`src/rtl/elev_pkg.sv`:
```
// Shared elevator encodings: motor command values, floor count and floor index type.
// The controller and the shaft model both import this so the ac encoding lives in one place.
package elev_pkg;

   localparam logic [1:0] AC_DOWN    = 2'd0;
   localparam logic [1:0] AC_STOP    = 2'd1;
   localparam logic [1:0] AC_UP      = 2'd2;
   localparam logic [1:0] AC_ILLEGAL = 2'd3;

   localparam int NUM_FLOORS = 4;

   typedef logic [2:0] floor_t;

endpackage

```
`src/rtl/shaft_sensor_model_door.sv`:
```
// Door dwell timer: detects the rising edge of the door command and holds
// door_busy high for DOOR_CYC cycles; a new rising edge restarts the dwell.
module door_dwell_timer
   import elev_pkg::*;
#(
   parameter int DOOR_CYC = 4
) (
   input  logic clk,
   input  logic ff_reset,
   input  logic open,
   output logic door_busy
);

   localparam int TMR_W = $clog2(DOOR_CYC + 1);
   localparam logic [TMR_W-1:0] TMR_LOAD = TMR_W'(DOOR_CYC);
   localparam logic [TMR_W-1:0] TMR_ONE  = TMR_W'(1);

   logic             open_q_reg;
   logic [TMR_W-1:0] timer_reg;
   logic [TMR_W-1:0] timer_next;

   always_comb begin
      timer_next = timer_reg;
      if (open && !open_q_reg) begin
         timer_next = TMR_LOAD;
      end else if (timer_reg != '0) begin
         timer_next = timer_reg - TMR_ONE;
      end
   end

   always_ff @(posedge clk or posedge ff_reset) begin
      if (ff_reset) begin
         open_q_reg <= 1'b0;
         timer_reg  <= '0;
      end else begin
         open_q_reg <= open;
         timer_reg  <= timer_next;
      end
   end

   assign door_busy = (timer_reg != '0);

endmodule

```
`config.mk`:
```
export PLATFORM = sky130hd
export DESIGN_NAME = door_dwell_timer
export DESIGN_NICKNAME = d
export VERILOG_FILES = /design/src/rtl/elev_pkg.sv /design/src/rtl/shaft_sensor_model_door.sv
export SDC_FILE = /design/constraint.sdc
export NUM_CORES = 1
export LEC_CHECK = 0
export ABC_AREA = 1
export BUFFER_PORTS_ARGS = -buffer_cell sky130_fd_sc_hd__buf_4
export CAP_MARGIN = 40
export CORE_AREA = 2 2 39 41
export CTS_BUF_LIST = sky130_fd_sc_hd__clkbuf_8
export DETAILED_ROUTE_END_ITERATION = 7
export DIE_AREA = 0 0 41 43
export SLEW_MARGIN = 20
export SYNTH_ARGS = -nofsm -noshare
export SYNTH_HDL_FRONTEND = slang
export SYNTH_SLANG_ARGS = --single-unit
```
`constraint.sdc`:
```
create_clock -name clk -period 1 [get_ports clk]
set_input_delay 0.15 -clock clk [delete_from_list [all_inputs] [get_ports clk]]
set_output_delay 0.15 -clock clk [all_outputs]
set_load 0.05 [all_outputs]
```
# == Yosys cells after proc, flatten, opt, wreduce, memory -nomap -nowiden ==
# Cells that the tools add are included.
# totals
reg_bits,4
inputBits,3
out_inout_bits,1
elab_cells,9
# op_classes
addsub,1
muxes,2
reduce_logical,4
# ops
operator,n
two-way mux 3 bit,2
nonzero test 3 bit,1
subtractor 3 x 1 -> 3 bit (second input constant),1
nonzero test 2 bit,1
logical AND 1 bit,1
logical NOT 1 bit,1

# == Longest topological paths before layout ==
# Gate-level depths: netlist (run 1).
# logic_depth
word_depth,3
depth_mapped,6
ltp_nobuf,6

# == Worst setup path before layout (run 1) ==
# Ideal clock, no wire load.
# synth_path
kind,register -> register
from,register timer_reg[0]
to,register timer_reg[0]
synth_period_minus_slack_ns,1.247
slack_ns,-0.247
t_required_ns,0.881
setup_time_ns,0.119
arrival_ns,1.127
path_buffers,0
path_stages_with_launch,6
path_cell_list,dfrtp_1 -> inv_1 -> ha_1 -> nand2_1 -> nand3_1 -> nand2_1
# synth_between
word_cells_on_any_way,5
cone_classes,add/sub: 1; mux: 2; reduce/logical: 2
# synth_rtl
item,line,source
from (decl),shaft_sensor_model_door.sv:19,logic [TMR_W-1:0] timer_reg;
from (signal assigned),shaft_sensor_model_door.sv:37,timer_reg <= timer_next;
nonzero test 3 bit,-,
via door_busy,shaft_sensor_model_door.sv:11,output logic door_busy
nonzero test 2 bit (no source line),-,
# The timed path passes the listed nets, and every way through them passes these cells. The select of a mux whose other input is x is not followed.
# A chain may end at the register's enable or synchronous reset.

# == Worst setup path in the final report (run 1) ==
# layout_path
from,register timer_reg[1]
to,output port door_busy
# layout_between
elab_chain_len,1
# layout_rtl
item,line,source
nonzero test 3 bit,shaft_sensor_model_door.sv:41,assign door_busy = (timer_reg != '0);
to (decl),shaft_sensor_model_door.sv:11,
# Every way passes these cells.

==> results of run 1 <==
[critical path, cell delays in order, from the launching register on]
cell and delay, ps:
dfrtp_1 370, inv_2 80, ha_4 150, nand2_4 50, buf_8 140
[power by group through the flow]
stage / combinational, µW / sequential (µW) / clock (µW)
detailed placement: 433 / 263 / 0
global placement: 428 / 260 / 0
floorplan: 352 / 256 / 0
global route: 739 / 269 / 364
CTS: 582 / 264 / 343
finish: 669 / 264 / 329
[worst paths after layout]
| check | from | endpoint | slack, ps |
|---|---|---|---|
| worst min register to register | timer_reg[0] | timer_reg[0] | 520 |
| worst max-delay path | timer_reg[1] | door_busy | -160 |
| max in group asynchronous | ff_reset | timer_reg[0] | 470 |
| min in group asynchronous | ff_reset | open_q_reg | 380 |
| worst min-delay path | open | open_q_reg | 50 |
| worst max register to register | timer_reg[1] | timer_reg[0] | -70 |
[routing by layer]
layer / track usage / share of wire
met2: 0.0813 / 0.49
met3: 0.0628 / 0.096
met4: 0.0200 / 0
met5: 0 / 0
met1: 0.0682 / 0.41
[cell families (layout without fill, tap and decap cells)]
| family | count (synthesis) | after routing | share of synthesized area |
|---|---|---|---|
| flip-flops | 4 | 4 | 0.485 |
| adder cells (fa/ha/maj) | 2 | 2 | 0.121 |
| AND/OR/NAND/NOR | 12 | 12 | 0.267 |
| buffers and inverters | 7 | 18 | 0.127 |
[timing repair]
| action | CTS | global route |
|---|---|---|
| endpoints found under the hold margin | 4 | 0 |
| pin swaps | 3 | 1 |
| endpoints found under the setup margin | 3 | 4 |
| setup buffers | 2 | 2 |
| hold buffers | 1 | 0 |
| gates resized for setup | 5 | 2 |
[through the flow]
step | total power [µW] | worst slack [ps] | utilization | setup TNS, ps
after floorplan | 609 | 5.46 | - | 0
after global placement | 688 | -33.2 | 0.187 | -89.3
after detailed placement | 696 | -36.2 | 0.187 | -103
after CTS | 1190 | -164 | 0.251 | -254
after global routing | 1370 | -203 | 0.271 | -569
final | 1260 | -161 | 0.271 | -337
[area by class of cell]
class	count	area, µm²	share of cell area
clock buffer	3	41.3	0.110
inverter	7	26.3	0.0700
multi-input combinational	14	118	0.313
timing repair buffer	8	70.1	0.187
sequential	4	100	0.267
tap	16	20.0	0.0533
[placed cells by master (no fill, tap or decap), drive strengths merged]
cell         netlist  routed
dfrtp              4       4
nor2               1       1
dlygate4sd3        0       1
nand3              6       6
nand2              4       4
ha                 2       2
inv                7       7
buf                0       7
clkbuf             0       3
or2                1       1
[synthesized netlist by cell type (all sizes together)]
master and number:
or2 1, dfrtp 4, nand2 4, nor2 1, nand3 6, ha 2
inv 7
==> summary.txt, run 1 <==
Yosys
  – Mapped Avg Cell Area: 8.26 µm²
  – Post-synth cell types: 7
  – Number of synthesis warnings: 0
  – Synth top area cells: dfrtp_1 48%, nand3_1 15%, inv_1 13%
  – Seq cells post-synth: 4
  – Post-synthesis sequential area ratio: 0.485
  – Post-synth top area share: 0.485
  – Largest area contributor in the netlist: dfrtp_1
  – Synthesized area: 206 µm²
  – Synthesized instance count: 25
  – Syn Nets: 30

Detailed routing
  – Final ANT Viol Nets: 0
  – WL/cell: 7.40 µm
  – DR pass1 iterations: 2
  – Vias: 195
  – Vias per cell: ~3.8
  – Iteration-0 DRC Markers: 2
  – Final WL: 385 µm
  – Drc violations: 0

Min path
  – Hold depth: 1
  – Hold Path Class: input port to flop

Global route
  – Overall Global Routing Usage: 0.0624
  – Number of global-route vias before repair: 185
  – Grt ovf: 0
  – Number of antenna violations at the first check in global routing: 0
  – First-pass GRT wire length: between 700 and 800 µm
  – Pin count of the biggest net entering global routing: 6

Worst setup path
  – Setup crit start kind: flop
  – CP max FO: 2
  – Req. time, crit path: 850 ps
  – CP Data Arrival Time: 1010 ps
  – Reg2reg path depth: 7
  – Crit end category: output port
  – Worst Setup Path Type: flop to output port

Clocking
  – CTS clk-pin slew, worst paths: approximately 30 ps
  – Clock root cell: clkbuf_8
  – CTS tree: yes
  – Clock buffer depth: 2
  – H-tree level count: 1
  – TritonCTS Sinks: 4
  – CTS buffer count: 3
  – Clock Latency Late Sink: 210 ps

Cells and area
  – N_diodes: 0
  – Nets: 43
  – Area growth syn-to-layout: 81.8%
  – Share of cells above drive strength 1: 0.444
  – Post-Layout Inst Area: about 380 µm²
  – Post-Layout Cell Count: 52
  – Largest register FFs: 3
  – FILL cells: 144

Power and ir drop
  – Internal Power: 808 µW
  – Peak VDD IR: roughly 1.0 mV
  – Switching portion of total power: 0.360
  – Leak pwr: between 0.00015 and 0.0002 µW
  – Total power per unit cell area: 3360 mW/mm²
  – Sequential Power Share: 0.209
  – P_sw: 455 µW
  – Clock network fraction of total power: 0.261
  – Logic pwr share: 0.530

Timing
  – Max Fclk: about 0.86 GHz
  – Setup Skew: 2.49 ps
  – Final Hold Fails: 0
  – Final Setup Violations: 4
  – Least-Margin Pin Slew: 182 ps
  – Worst Hold Slack: about 52 ps
  – Rel. slew slack: 0.878
  – Slew Limit Fails: 0
  – Post-layout min period: 1160 ps
  – Unrepaired setup endpoints after global routing: true
  – Post-route setup slack: -161 ps
  – Period utilization: 1.16

Placement
  – Post-DP HPWL: ~280 µm
  – Inst Count DP: between 40 and 50
  – Placement Cell Area: between 200 and 300 µm²
  – Placer Congestion: 0.686
  – Port bufs: 3

Die
  – Initial core utilization: 0.149
  – Core area: 0.00138 mm²
  – Die H: 43 µm
  – Rows: 14
  – Die Footprint: 0.00176 mm²
  – I/O pin cnt: 4
  – Die width: a little over 40 µm

Outcome
  – Run status: finished, violations left
  – Failing checks: setup timing

Job
  – Max-cap violations: 0
(Power assumes the default switching activity.)
==> inputs of run 2 (changes only) <==
- BUFFER_PORTS_ARGS: -buffer_cell sky130_fd_sc_hd__buf_4 -> -buffer_cell sky130_fd_sc_hd__buf_2
==> run 2 against run 1 <==
  * The flow still finishes with violations (setup timing)
  * Clock skew decreased by 1.0 ps
  * Register-to-register slack improved by 20 ps
  * Worst hold slack improved by 5.1 ps
  * Core utilization decreased by 2.8 points
  * First-iteration DRC count decreased by 50%
  * Power decreased by 9.0%
  * Sequential share of layout area increased by 3.1 points
  * Non-clock buffer count decreased by 2
  * Critical path type unchanged
==> summary.txt, run 2 (synthesized netlist as in run 1, its figures left out) <==
Worst setup path
  – Critical path launch point: timer_reg[0]
  – WP buf/inv: 2 (unchanged)
  – Worst reg2reg setup slack: -50 ps (+20 ps)
  – CP Data Arrival Time: 1010 ps (about the same)
  – Worst-path cell chain: inv_2, ha_4, nand2_4, buf_6
  – Slowest cell on crit path: dfrtp_1
  – Worst Setup Path Type: flop to output port
  – Crit end category: output port
  – Largest stage delay, worst path: 370 ps (about the same)
  – Setup crit start kind: flop
  – Delay-heaviest family, CP: flip-flops
  – CP max FO: 3 (+1)
  – R2r startpoint: timer_reg[0]
  – Req. time, crit path: 850 ps (about the same)

Power and ir drop
  – Internal Power: 727 µW (-10%)
  – Peak VDD IR: 0.957 mV (-8.1%)
  – Total power per unit cell area: 3410 mW/mm² (+1.4%)
  – Sequential Power Share: 0.229 (+0.020)
  – Clock network fraction of total power: 0.293 (+0.032)
  – P_sw: 421 µW (-7.4%)
  – Switching portion of total power: 0.367 (+0.00642)
  – Logic pwr share: 0.478 (-0.052)
  – Leak pwr: 0.000177 µW (-8.8%)

Clocking
  – Clock root cell: clkbuf_8
  – CTS tree: yes
  – TritonCTS Sinks: 4 (unchanged)
  – H-tree level count: 1 (unchanged)
  – CTS clk-pin slew, worst paths: 30 ps (about the same)
  – Clock buffer depth: 2 (unchanged)
  – CTS buffer count: 3 (unchanged)
  – Clock Latency Late Sink: 220 ps (about the same)

Die
  – Die Footprint: 0.00176 mm² (unchanged)
  – Initial core utilization: 0.149 (unchanged)
  – Die width: 41 µm (unchanged)
  – Core area: 0.00138 mm² (unchanged)
  – I/O pin cnt: 4 (unchanged)
  – Rows: 14 (unchanged)
  – Die H: 43 µm (unchanged)

Outcome
  – Run status: finished, violations left
  – Failing checks: setup timing

Detailed routing
  – Vias: 178 (-8.7%)
  – Final ANT Viol Nets: 0 (unchanged)
  – Vias per cell: 3.56 (-5.1%)
  – Drc violations: 0 (unchanged)
  – DR pass1 iterations: 2 (unchanged)
  – Iteration-0 DRC Markers: 1 (-1)
  – Final WL: 393 µm (+2.1%)
  – WL/cell: 7.86 µm (+6.2%)

Timing
  – Unrepaired setup endpoints after global routing: true
  – Rel. slew slack: 0.896 (+0.0174)
  – Sum Neg Setup Slack: -213 ps (+124 ps)
  – Post-route setup slack: -162 ps (-0.795 ps)
  – Final Hold Fails: 0 (unchanged)
  – Least-Margin Pin Slew: 156 ps (-26.0 ps)
  – Setup Skew: 1.48 ps (-1.00 ps)
  – Period utilization: 1.16 (about the same)
  – Final Setup Violations: 2 (-2)
  – Post-layout min period: 1160 ps (+0.795 ps)
  – Slew Limit Fails: 0 (unchanged)
  – Max Fclk: 0.861 GHz (about the same)

Placement
  – Post-DP HPWL: 278 µm (+0.40%)
  – Placer Congestion: 0.714 (+4.1%)
  – Port bufs: 3 (unchanged)
  – Inst Count DP: 44 (unchanged)

Cells and area
  – Most common cell after layout, fill and taps aside: nand3_1
  – Area of the multi-input gates: 103 µm² (-13%)
  – Nets: 41 (-4.7%)
  – Largest register FFs: 3 (unchanged)
  – N_diodes: 0 (unchanged)
  – Register area: 100 µm² (unchanged)
  – Area growth syn-to-layout: 63.0%
  – Post-Layout Cell Count: 50 (-3.8%)
  – Commonest cells after routing, fill and taps aside: 6 x nand3_1, 5 x inv_1, 4 x dfrtp_1, 3 x nand2_1, 3 x clkbuf_8
  – Finished Core Util: 0.243 (-0.0280)
  – FILL cells: 161 (+12%)
  – Share of cells above drive strength 1: 0.382 (-0.0621)

Global route
  – Overall Global Routing Usage: 0.0694 (+0.00698)
  – Number of global-route vias before repair: 185 (unchanged)
  – Grt ovf: 0 (unchanged)
  – Number of antenna violations at the first check in global routing: 0 (unchanged)
  – First-pass GRT wire length: 696 µm (-1.0%)
  – Pin count of the biggest net entering global routing: 6 (unchanged)

Job
  – Max-cap violations: 0 (unchanged)

Min path
  – Hold path start: open
  – Hold Path Class: input port to flop
==> run 2: timing repair <==
item | in CTS | in global routing
resized for setup | 4 | 1
setup endpoints to repair | 3 | 4
hold endpoints to repair | 4 | 0
buffers inserted | 1 | 1
pin swaps | 2 | 1
hold buffers | 1 | 0
==> run 2: layout make-up <==
class | instances | share of cell area
clock buffers | 3 | 0.123
inverters | 7 | 0.0781
multi-input cells | 14 | 0.305
flip-flops and latches | 4 | 0.297
well taps | 16 | 0.0595
repair buffers | 6 | 0.138
==> run 2: power groups by stage <==
stage               sequential, µW  combinational, µW  clock [µW]
global placement               262                416           0
CTS                            262                521         354
detailed placement             260                420           0
finish                         263                549         336
floorplan                      256                352           0
global route                   271                613         370
==> run 2: layer usage <==
metal	vias up	GRT usage	wire length (µm)	part of all wire
met4	0	0.0800	0	0
li1	93	-	-	-
met2	3	0.0906	232	0.59
met5	-	0	0	0
met1	82	0.0518	146	0.37
met3	0	0.0628	15	0.038
==> run 2: stage by stage <==
stage / instance area [µm²] / hold WS (ps) / setup WS (ps) / total power (µW)
2_1_floorplan: 216 / -83.9 / 5.46 / 609
3_3_place_gp: 251 / 36.2 / -46.2 / 677
3_5_place_dp: 251 / 41.3 / -46.9 / 680
4_1_cts: 327 / 50.9 / -174 / 1140
5_1_grt: 337 / 52.6 / -207 / 1250
6_report: 337 / 57.4 / -162 / 1150
==> run 2: path summary, 6_finish.rpt <==
| check | end | cells after the start |
|---|---|---|
| max | door_busy | 4 |
| min | open_q_reg | 1 |
| max reg2reg | timer_reg[2] | 5 |
| min reg2reg | timer_reg[0] | 2 |
| max in group asynchronous | timer_reg[0] | 3 |
| min in group asynchronous | open_q_reg | 3 |
==> run 2: worst register-to-register path, cell delays in order (launching register included) <==
cell     delay [ps]
dfrtp_1         350
inv_2            60
buf_4           130
ha_2            180
or2_0           210
nand3_1          60
